[config.mk]
export PLATFORM = sky130hd
export DESIGN_NAME = servo_slew
export DESIGN_NICKNAME = d
export VERILOG_FILES = /design/src/rtl/servo_slew.sv
export SDC_FILE = /design/constraint.sdc
export NUM_CORES = 1
export LEC_CHECK = 0
export CAP_MARGIN = 20
export CORE_UTILIZATION = 30
export DETAILED_ROUTE_END_ITERATION = 16
export SYNTH_ARGS = -nofsm -noshare
export SYNTH_HDL_FRONTEND = slang
export SYNTH_SLANG_ARGS = --single-unit
export TNS_END_PERCENT = 100
[constraint.sdc]
create_clock -name clk -period 4.5 [get_ports clk]
set_input_delay 1.35 -clock clk [delete_from_list [all_inputs] [get_ports clk]]
set_output_delay 1.35 -clock clk [all_outputs]
set_load 0.02 [all_outputs]
[src/rtl/servo_slew.sv]
// Slew-rate limiter feeding the RC servo pulse generator: walks pos toward a latched target by `rate` per tick.
// Optional macro SERVO_LIMIT_EN clamps written targets into POS_MIN..POS_MAX.
module servo_slew #(
  parameter int TICK_DIV  = 25000,
  parameter int RESET_POS = 128,
  parameter int POS_MIN   = 16,
  parameter int POS_MAX   = 240
) (
  input  logic       clk,
  input  logic       rst,
  input  logic [7:0] target,
  input  logic       target_we,
  input  logic [3:0] rate,
  output logic [7:0] pos,
  output logic       busy,
  output logic       done
);

  localparam int             CW       = (TICK_DIV > 2) ? $clog2(TICK_DIV) : 1;
  localparam logic [CW-1:0]  CNT_LAST = CW'(TICK_DIV - 1);
  localparam logic [7:0]     RST_P    = 8'(RESET_POS);

  if (TICK_DIV < 2 || POS_MIN > POS_MAX) begin : g_bad_cfg
    $error("servo_slew: TICK_DIV must be >= 2 and POS_MIN <= POS_MAX");
  end

  typedef enum logic {IDLE, RAMP} state_t;

  state_t        state, state_n;
  logic [CW-1:0] cnt;
  logic          tick;
  logic [7:0]    tgt, tgt_n, tgt_in, pos_n;
  logic          busy_n, done_n;
  logic          up, retgt;
  logic [8:0]    diff;

  // Free-running divider; tick is registered so it lands exactly once per TICK_DIV cycles.
  always_ff @(posedge clk or posedge rst) begin
    if (rst) begin
      cnt  <= '0;
      tick <= 1'b0;
    end else begin
      tick <= (cnt == CNT_LAST);
      cnt  <= (cnt == CNT_LAST) ? '0 : cnt + 1'b1;
    end
  end

`ifdef SERVO_LIMIT_EN
  localparam logic [7:0] LO = 8'(POS_MIN);
  localparam logic [7:0] HI = 8'(POS_MAX);
  always_comb begin
    tgt_in = target;
    if (target < LO)      tgt_in = LO;
    else if (target > HI) tgt_in = HI;
  end
`else
  assign tgt_in = target;
`endif

  // Distance is taken in 9 bits so a far target can never wrap the comparison.
  assign up    = (tgt > pos);
  assign diff  = up ? ({1'b0, tgt} - {1'b0, pos}) : ({1'b0, pos} - {1'b0, tgt});
  assign retgt = target_we && (tgt_in != tgt);

  always_comb begin
    state_n = state;
    pos_n   = pos;
    done_n  = 1'b0;
    tgt_n   = target_we ? tgt_in : tgt;
    case (state)
      IDLE: begin
        if (tgt != pos) begin
          if (rate == 4'd0) begin
            // A write landing on the jump edge re-arms another jump, so done waits for that one.
            if (!done) begin
              pos_n  = tgt;
              done_n = !retgt;
            end
          end else begin
            state_n = RAMP;
          end
        end
      end
      RAMP: begin
        if (tick) begin
          if (rate == 4'd0 || diff <= {5'd0, rate}) begin
            pos_n = tgt;
            if (!retgt) begin
              done_n  = 1'b1;
              state_n = IDLE;
            end
          end else begin
            pos_n = up ? pos + {4'd0, rate} : pos - {4'd0, rate};
          end
        end
      end
      default: state_n = IDLE;
    endcase
    busy_n = (state_n == RAMP);
  end

  always_ff @(posedge clk or posedge rst) begin
    if (rst) begin
      state <= IDLE;
      pos   <= RST_P;
      tgt   <= RST_P;
      busy  <= 1'b0;
      done  <= 1'b0;
    end else begin
      state <= state_n;
      pos   <= pos_n;
      tgt   <= tgt_n;
      busy  <= busy_n;
      done  <= done_n;
    end
  end

endmodule

==> results.toml, run 1 <==
[timing]
max_slew_margin = 0.5789
worstMarginPinSlew_ns = 0.6303
tns_ns = 0
finalHoldViolCount = 0
fmax_mhz = 235.5
skew_ns = 0.01516
setup-violations-final = 0
fin_crit_sh = 0.9436
fin_ws_ns = 0.2538
timing.hold.ws_ns = 0.4628
rsz0062_at_grt = "no"
slew_viol_final = 0
fin_crit_ns = 4.246

[worst_setup_path]
critPathRequiredTime_ns = 4.67
cp.arrival_ns = 4.42
ff2ff_path_depth = 16
r2r-start = "pos[6]$_DFFE_PP0P_"
reg2reg_slack_ns = 0.25
endpoint_kind = "flip-flop"
crit_path_end = "pos[0]$_DFFE_PP0P_"
reg2reg_to = "pos[0]$_DFFE_PP0P_"
path_max_fanout = 8
crit_path_start = "pos[6]$_DFFE_PP0P_"
critPathLaunchType = "flip-flop"
path_class = "flip-flop to flip-flop"

[worst_hold_path]
hp-start = "cnt[0]$_DFF_PP0_"
holdPathStages = 1
hp-class = "flip-flop to flip-flop"

[yosys]
ys_warn_count = 0
async_reset_ff_frac = 1.000
ys_types = 60
synth_ff_type = "dfrtp_1"
syn_inst = 325
syn_area_per_cell_um2 = 8.839
synth_edf_count = 0
syn_nets = 373
yosysSeqAreaShare = 0.2970
ys_ff_latch = 34
syn_area_um2 = 2873

[floorplanning]
core.rowCount = 35
ios = 25
die_w_um = 99.86
die_h_um = 99.86
die-area_um2 = 9971
start_util = 0.3109
core_um2 = 9240

[final_layout]
ff_latch_area_um2 = 853.3
diodes = 0
nets = 407
stdcell_area_um2 = 3412
multi_input_area_um2 = 1851
layout_commonest_cell = "inv_1"
n_fill_cell = 942
final_cell_mix = "33 x inv_1, 32 x dfrtp_1, 29 x nand2_1, 29 x ha_1"
area_delta_synth_final_pct = 18.77
final_layout_size_suffix_gt1_frac = 0.1111

[drt]
drtPass1Iterations = 4
route.detailed.drc = 0
wl_per_cell_um = 14.78
vias = 2444
drt_iter0_markers = 95
antenna_left = 0
drt-total-wl_mm = 7.227
vias_per_cell = 4.998

[pwr]
power_leakage_nw = 1.484
power_mw = 1.048
ir_drop_mv = 0.1632
powerDensity_nw_per_um2 = 307.2

[placed_design]
pre_cts_slack_ns = 0.1387
portBuffers = 24
place_hpwl_mm = 5.891
post_dp_cell_area_um2 = 3309
gp_congestion = 0.8925

[outcome]
status = "finished, final reports clean"

[clock_network]
cts_setup_buffers = 0
root_buffer = "clkbuf_8"
cts.sink_count = 34
ctsHoldBuffers = 0
path_clk_slew_ns = 0.08
numCtsBuffers = 5
cts_tree = "built"
clkLatencyLatePin_ns = 0.29
ctsResizeCount = 0
cts.path.max_buffers = 2
h-tree-depth = 2

[global_route]
grt_pass1_vias = 2433
gr-total-overflow = 0
grt_max_degree = 35
antenna_found_initial = 0
grt_pass1_wl_mm = 12.20
grt.total_usage = 0.1565

[run]
cap_violations = 0
==> cell usage after synthesis (2+ instances only) <==
library cell / n / share of area
buf_2: 5 / 0.0087
a21oi_1: 15 / 0.026
xnor2_1: 19 / 0.058
nand2_1: 29 / 0.038
nor2b_1: 5 / 0.011
nor3b_1: 4 / 0.010
mux2i_1: 10 / 0.035
or2_2: 2 / 0.0044
o31ai_1: 2 / 0.0052
fa_1: 3 / 0.021
clkbuf_1: 3 / 0.0039
o221ai_1: 2 / 0.0061
a22oi_1: 2 / 0.0052
o21ai_0: 21 / 0.037
nor4_1: 2 / 0.0044
dfrtp_1: 32 / 0.28
a31oi_1: 3 / 0.0065
o21ai_2: 2 / 0.0061
ha_1: 30 / 0.13
o211ai_1: 3 / 0.0078
nand4_1: 10 / 0.022
xor2_1: 10 / 0.030
inv_1: 33 / 0.043
and3_1: 2 / 0.0044
nor2_1: 24 / 0.031
nand3_1: 4 / 0.0070
o21bai_1: 2 / 0.0052
nor3_1: 8 / 0.014
or3_1: 3 / 0.0065
dfstp_2: 2 / 0.018
a21o_1: 4 / 0.010
==> per-stage QoR <==
stage          utilization  instances
5_1_grt             0.3693        489
3_3_place_gp        0.3582        480
2_1_floorplan            -        325
3_5_place_dp        0.3582        480
4_1_cts             0.3685        488
6_report            0.3693        489
==> worst min-delay path by stage <==
stage	to	slack, ns
after CTS	cnt[0]$_DFF_PP0_	0.47
final	cnt[0]$_DFF_PP0_	0.46
after detailed placement	cnt[0]$_DFF_PP0_	0.46
after global routing	cnt[0]$_DFF_PP0_	0.50
after global placement	cnt[0]$_DFF_PP0_	0.45
after floorplan	cnt[0]$_DFF_PP0_	0.43
==> logic make-up after synthesis <==
logic type	after synthesis	synth area share
AND/OR/NAND/NOR	103	0.1864
adder cells (fa/ha/maj)	33	0.1516
XOR/XNOR	29	0.08841
AO/OA/AOI/OAI	72	0.1729
flip-flops	34	0.2970
multiplexers	12	0.04399
buffers and inverters	42	0.05967
==> layout make-up <==
type | count | share of cell area
clock buffers | 6 | 0.02420
clock inverters | 2 | 0.003667
repair buffers | 36 | 0.09608
flip-flops and latches | 34 | 0.2501
multi-input cells | 249 | 0.5424
well taps | 129 | 0.04730
inverters | 33 | 0.03630
==> state kept, by name, indices dropped and copies added, names as in the netlist <==
register	count
done	1
tick	1
state	1
pos	8
tgt	8
cnt	15
==> layer usage <==
layer | routed length, µm | vias up | track usage
met1 | 3365 | 1170 | 0.2036
met5 | 0 | - | 0
li1 | - | 1208 | -
met2 | 3501 | 58 | 0.2684
met4 | 99 | 0 | 0.04751
met3 | 261 | 8 | 0.02298
==> power breakdown <==
part	switching, mW	internal [mW]
Clock	0.117	0.123
Sequential	0.0174	0.321
Combinational	0.257	0.213
Total	0.391	0.657
==> worst max-delay path: stages, from the launching register on <==
cell	delay (ns)
dfrtp_1	0.40
inv_1	0.08
ha_1	0.43
nand4_2	0.17
a21oi_2	0.19
o21ai_2	0.12
a21oi_4	0.32
mux2_2	0.38
ha_1	0.28
nor2b_1	0.13
o211ai_1	0.15
a21oi_1	0.10
or3_1	0.41
a2111oi_4	0.40
nor3_4	0.15
mux2i_1	0.15
mux2_4	0.27
Power figures use the tool's default switching activity.
==> inputs of run 2 (changes only) <==
--- a/config.mk
+++ b/config.mk
@@ -8,6 +8,7 @@
 export CAP_MARGIN = 20
 export CORE_UTILIZATION = 30
 export DETAILED_ROUTE_END_ITERATION = 16
+export DONT_BUFFER_PORTS = 1
 export SYNTH_ARGS = -nofsm -noshare
 export SYNTH_HDL_FRONTEND = slang
 export SYNTH_SLANG_ARGS = --single-unit
==> run 2 against run 1 <==
  * Routed wire length down 4.2%
  * Total power up 3.0%
  * Clock power up 25%
  * Worst hold slack worse by 0.0090 ns
  * Critical path type unchanged
  * Highest routed layer unchanged
==> results.toml, run 2 (same netlist as run 1, synthesis figures left out) <==
[worst_setup_path]
critPathRequiredTime_ns = 4.68
path_class = "flip-flop to flip-flop"
endpoint_kind = "flip-flop"
worst_path_max_delay_cell = "dfrtp_1"
cpPeakStageDelay_ns = 0.44
cpMostUsedCell = "ha_1"
critPathBufInv = 0
reg2reg_to = "pos[0]$_DFFE_PP0P_"
reg2reg_slack_ns = 0.27
crit_family = "compound AO/OA/AOI/OAI gates"
r2r-start = "tgt[2]$_DFFE_PP0P_"
path_max_fanout = 7
critPathLaunchType = "flip-flop"
cp.arrival_ns = 4.41
crit_chain = "ha_1 -> nand3b_1 -> a21oi_2 -> o21ai_2 -> a21oi_4 -> mux2_2 -> ha_1 -> nor2b_1 -> o211ai_1 -> a21oi_1 -> or3_1 -> a2111oi_4 -> nor3_4 -> mux2i_1 -> mux2_4"
ff2ff_path_depth = 15

[floorplanning]
ios = 25
die_h_um = 99.86
core.rowCount = 35
die_w_um = 99.86
core_um2 = 9240
die-area_um2 = 9971
start_util = 0.3109

[worst_hold_path]
hp-class = "flip-flop to flip-flop"
hold_end = "cnt[0]$_DFF_PP0_"
hp-start = "cnt[0]$_DFF_PP0_"
holdPathStages = 1

[timing]
slew_viol_final = 0
tns_ns = 0
skew_ns = 0.01027
finalHoldViolCount = 0
setup-violations-final = 0
timing.hold.ws_ns = 0.4539
max_slew_margin = 0.6648
fin_crit_sh = 0.9394
fin_ws_ns = 0.2729
fmax_mhz = 236.6
fin_crit_ns = 4.227
rsz0062_at_grt = "no"
worstMarginPinSlew_ns = 0.5028

[final_layout]
n_fill_cell = 960
top_regs = "cnt: 15 flops, pos: 8 flops, tgt: 8 flops"
utilization = 0.3485
layout_commonest_cell = "inv_1"
final_layout_size_suffix_gt1_frac = 0.1187
diodes = 0
final_cell_mix = "33 x inv_1, 32 x dfrtp_1, 29 x nand2_1, 29 x ha_1, 24 x nor2_1"
ff_latch_area_um2 = 853.3
stdcell_count = 466
multi_input_area_um2 = 1851
nets = 384
regMostFlops = "cnt"
largest_reg_flops = 15
area_delta_synth_final_pct = 12.11

[placed_design]
pre_cts_slack_ns = 0.2121
gp_congestion = 0.8676
place_hpwl_mm = 5.500
portBuffers = 0
place_inst = 456

[pwr]
ir_drop_mv = 0.1663
power_leakage_nw = 1.415
p_sw_mw = 0.3904
seqPwrFrac = 0.312
powerDensity_nw_per_um2 = 335.2
swShare = 0.3617
power.internal_mw = 0.6890
power_frac_comb = 0.411
power_frac_clock = 0.277

[clock_network]
numCtsBuffers = 5
ctsHoldBuffers = 0
root_buffer = "clkbuf_8"
clkLatencyLatePin_ns = 0.29
cts.sink_count = 34
h-tree-depth = 2
cts.path.max_buffers = 2
path_clk_slew_ns = 0.08
cts_tree = "built"

[global_route]
busiest_layer = "met2"
grt_max_degree = 27
antenna_found_initial = 0
gr-usage-met2 = 0.2483
grt_use_met3 = 0.02298
grt.total_usage = 0.1492
grt_use_met1 = 0.1908
gr-total-overflow = 0
grt_pass1_wl_mm = 11.52
grt_pass1_vias = 2373

[run]
cap_violations = 0

[drt]
vias = 2322
drtPass1Iterations = 4
vias_per_cell = 4.983
drt_iter0_markers = 136
wl_per_cell_um = 14.86
antenna_left = 0
drt-total-wl_mm = 6.926
route.detailed.drc = 0

[outcome]
status = "finished, final reports clean"
## run 2: power by group through the flow
stage	Combinational, mW	Sequential (mW)	Clock (mW)
2_1_floorplan	0.325	0.354	0
3_3_place_gp	0.430	0.341	0
3_5_place_dp	0.433	0.342	0
4_1_cts	0.438	0.336	0.309
5_1_grt	0.490	0.339	0.317
6_report	0.443	0.336	0.300
## run 2: per-layer routing
layer,share of wire,vias up
met1,0.47,1110
li1,-,1169
met4,0.024,0
met5,0,-
met2,0.47,32
met3,0.035,11
## run 2: area by class of cell
type / instances / area share
multi-input cells: 249 / 0.5746
flip-flops and latches: 34 / 0.2650
well taps: 129 / 0.05012
inverters: 33 / 0.03846
repair buffers: 13 / 0.03574
clock buffers: 7 / 0.02681
clock inverters: 1 / 0.009324
## run 2: worst max-delay path by stage
stage / from / to / slack, ns / depth (start not counted)
final: tgt[2]$_DFFE_PP0P_ / pos[0]$_DFFE_PP0P_ / 0.27 / 15
after global routing: tgt[2]$_DFFE_PP0P_ / pos[0]$_DFFE_PP0P_ / 0.01 / 15
after CTS: tgt[2]$_DFFE_PP0P_ / pos[0]$_DFFE_PP0P_ / 0.20 / 15
after detailed placement: tgt[2]$_DFFE_PP0P_ / pos[0]$_DFFE_PP0P_ / 0.21 / 15
after global placement: tgt[2]$_DFFE_PP0P_ / pos[0]$_DFFE_PP0P_ / 0.30 / 15
after floorplan: pos[1]$_DFFE_PP0P_ / pos[0]$_DFFE_PP0P_ / 0.43 / 16
## run 2: timing repair
action	4_1_cts	5_1_grt
gates resized for setup	0	2
endpoints found under the setup margin	0	2
hold endpoints to repair	0	0
buffers inserted	0	0
## run 2: per-stage QoR
step | power, mW | area, µm²
floorplan | 0.6792 | 2873
global placement | 0.7711 | 3069
detailed placement | 0.7755 | 3069
CTS | 1.083 | 3186
global route | 1.146 | 3221
finish | 1.079 | 3221
==> inputs of run 3 (changes only) <==
--- a/config.mk
+++ b/config.mk
@@ -7,6 +7,7 @@
 export LEC_CHECK = 0
 export CAP_MARGIN = 20
 export CORE_UTILIZATION = 30
+export CTS_CLUSTER_DIAMETER = 40
 export DETAILED_ROUTE_END_ITERATION = 16
 export DONT_BUFFER_PORTS = 1
 export SYNTH_ARGS = -nofsm -noshare
==> results of run 3 <==
No change in the layout: final DEF, timing and power equal those of run 2.
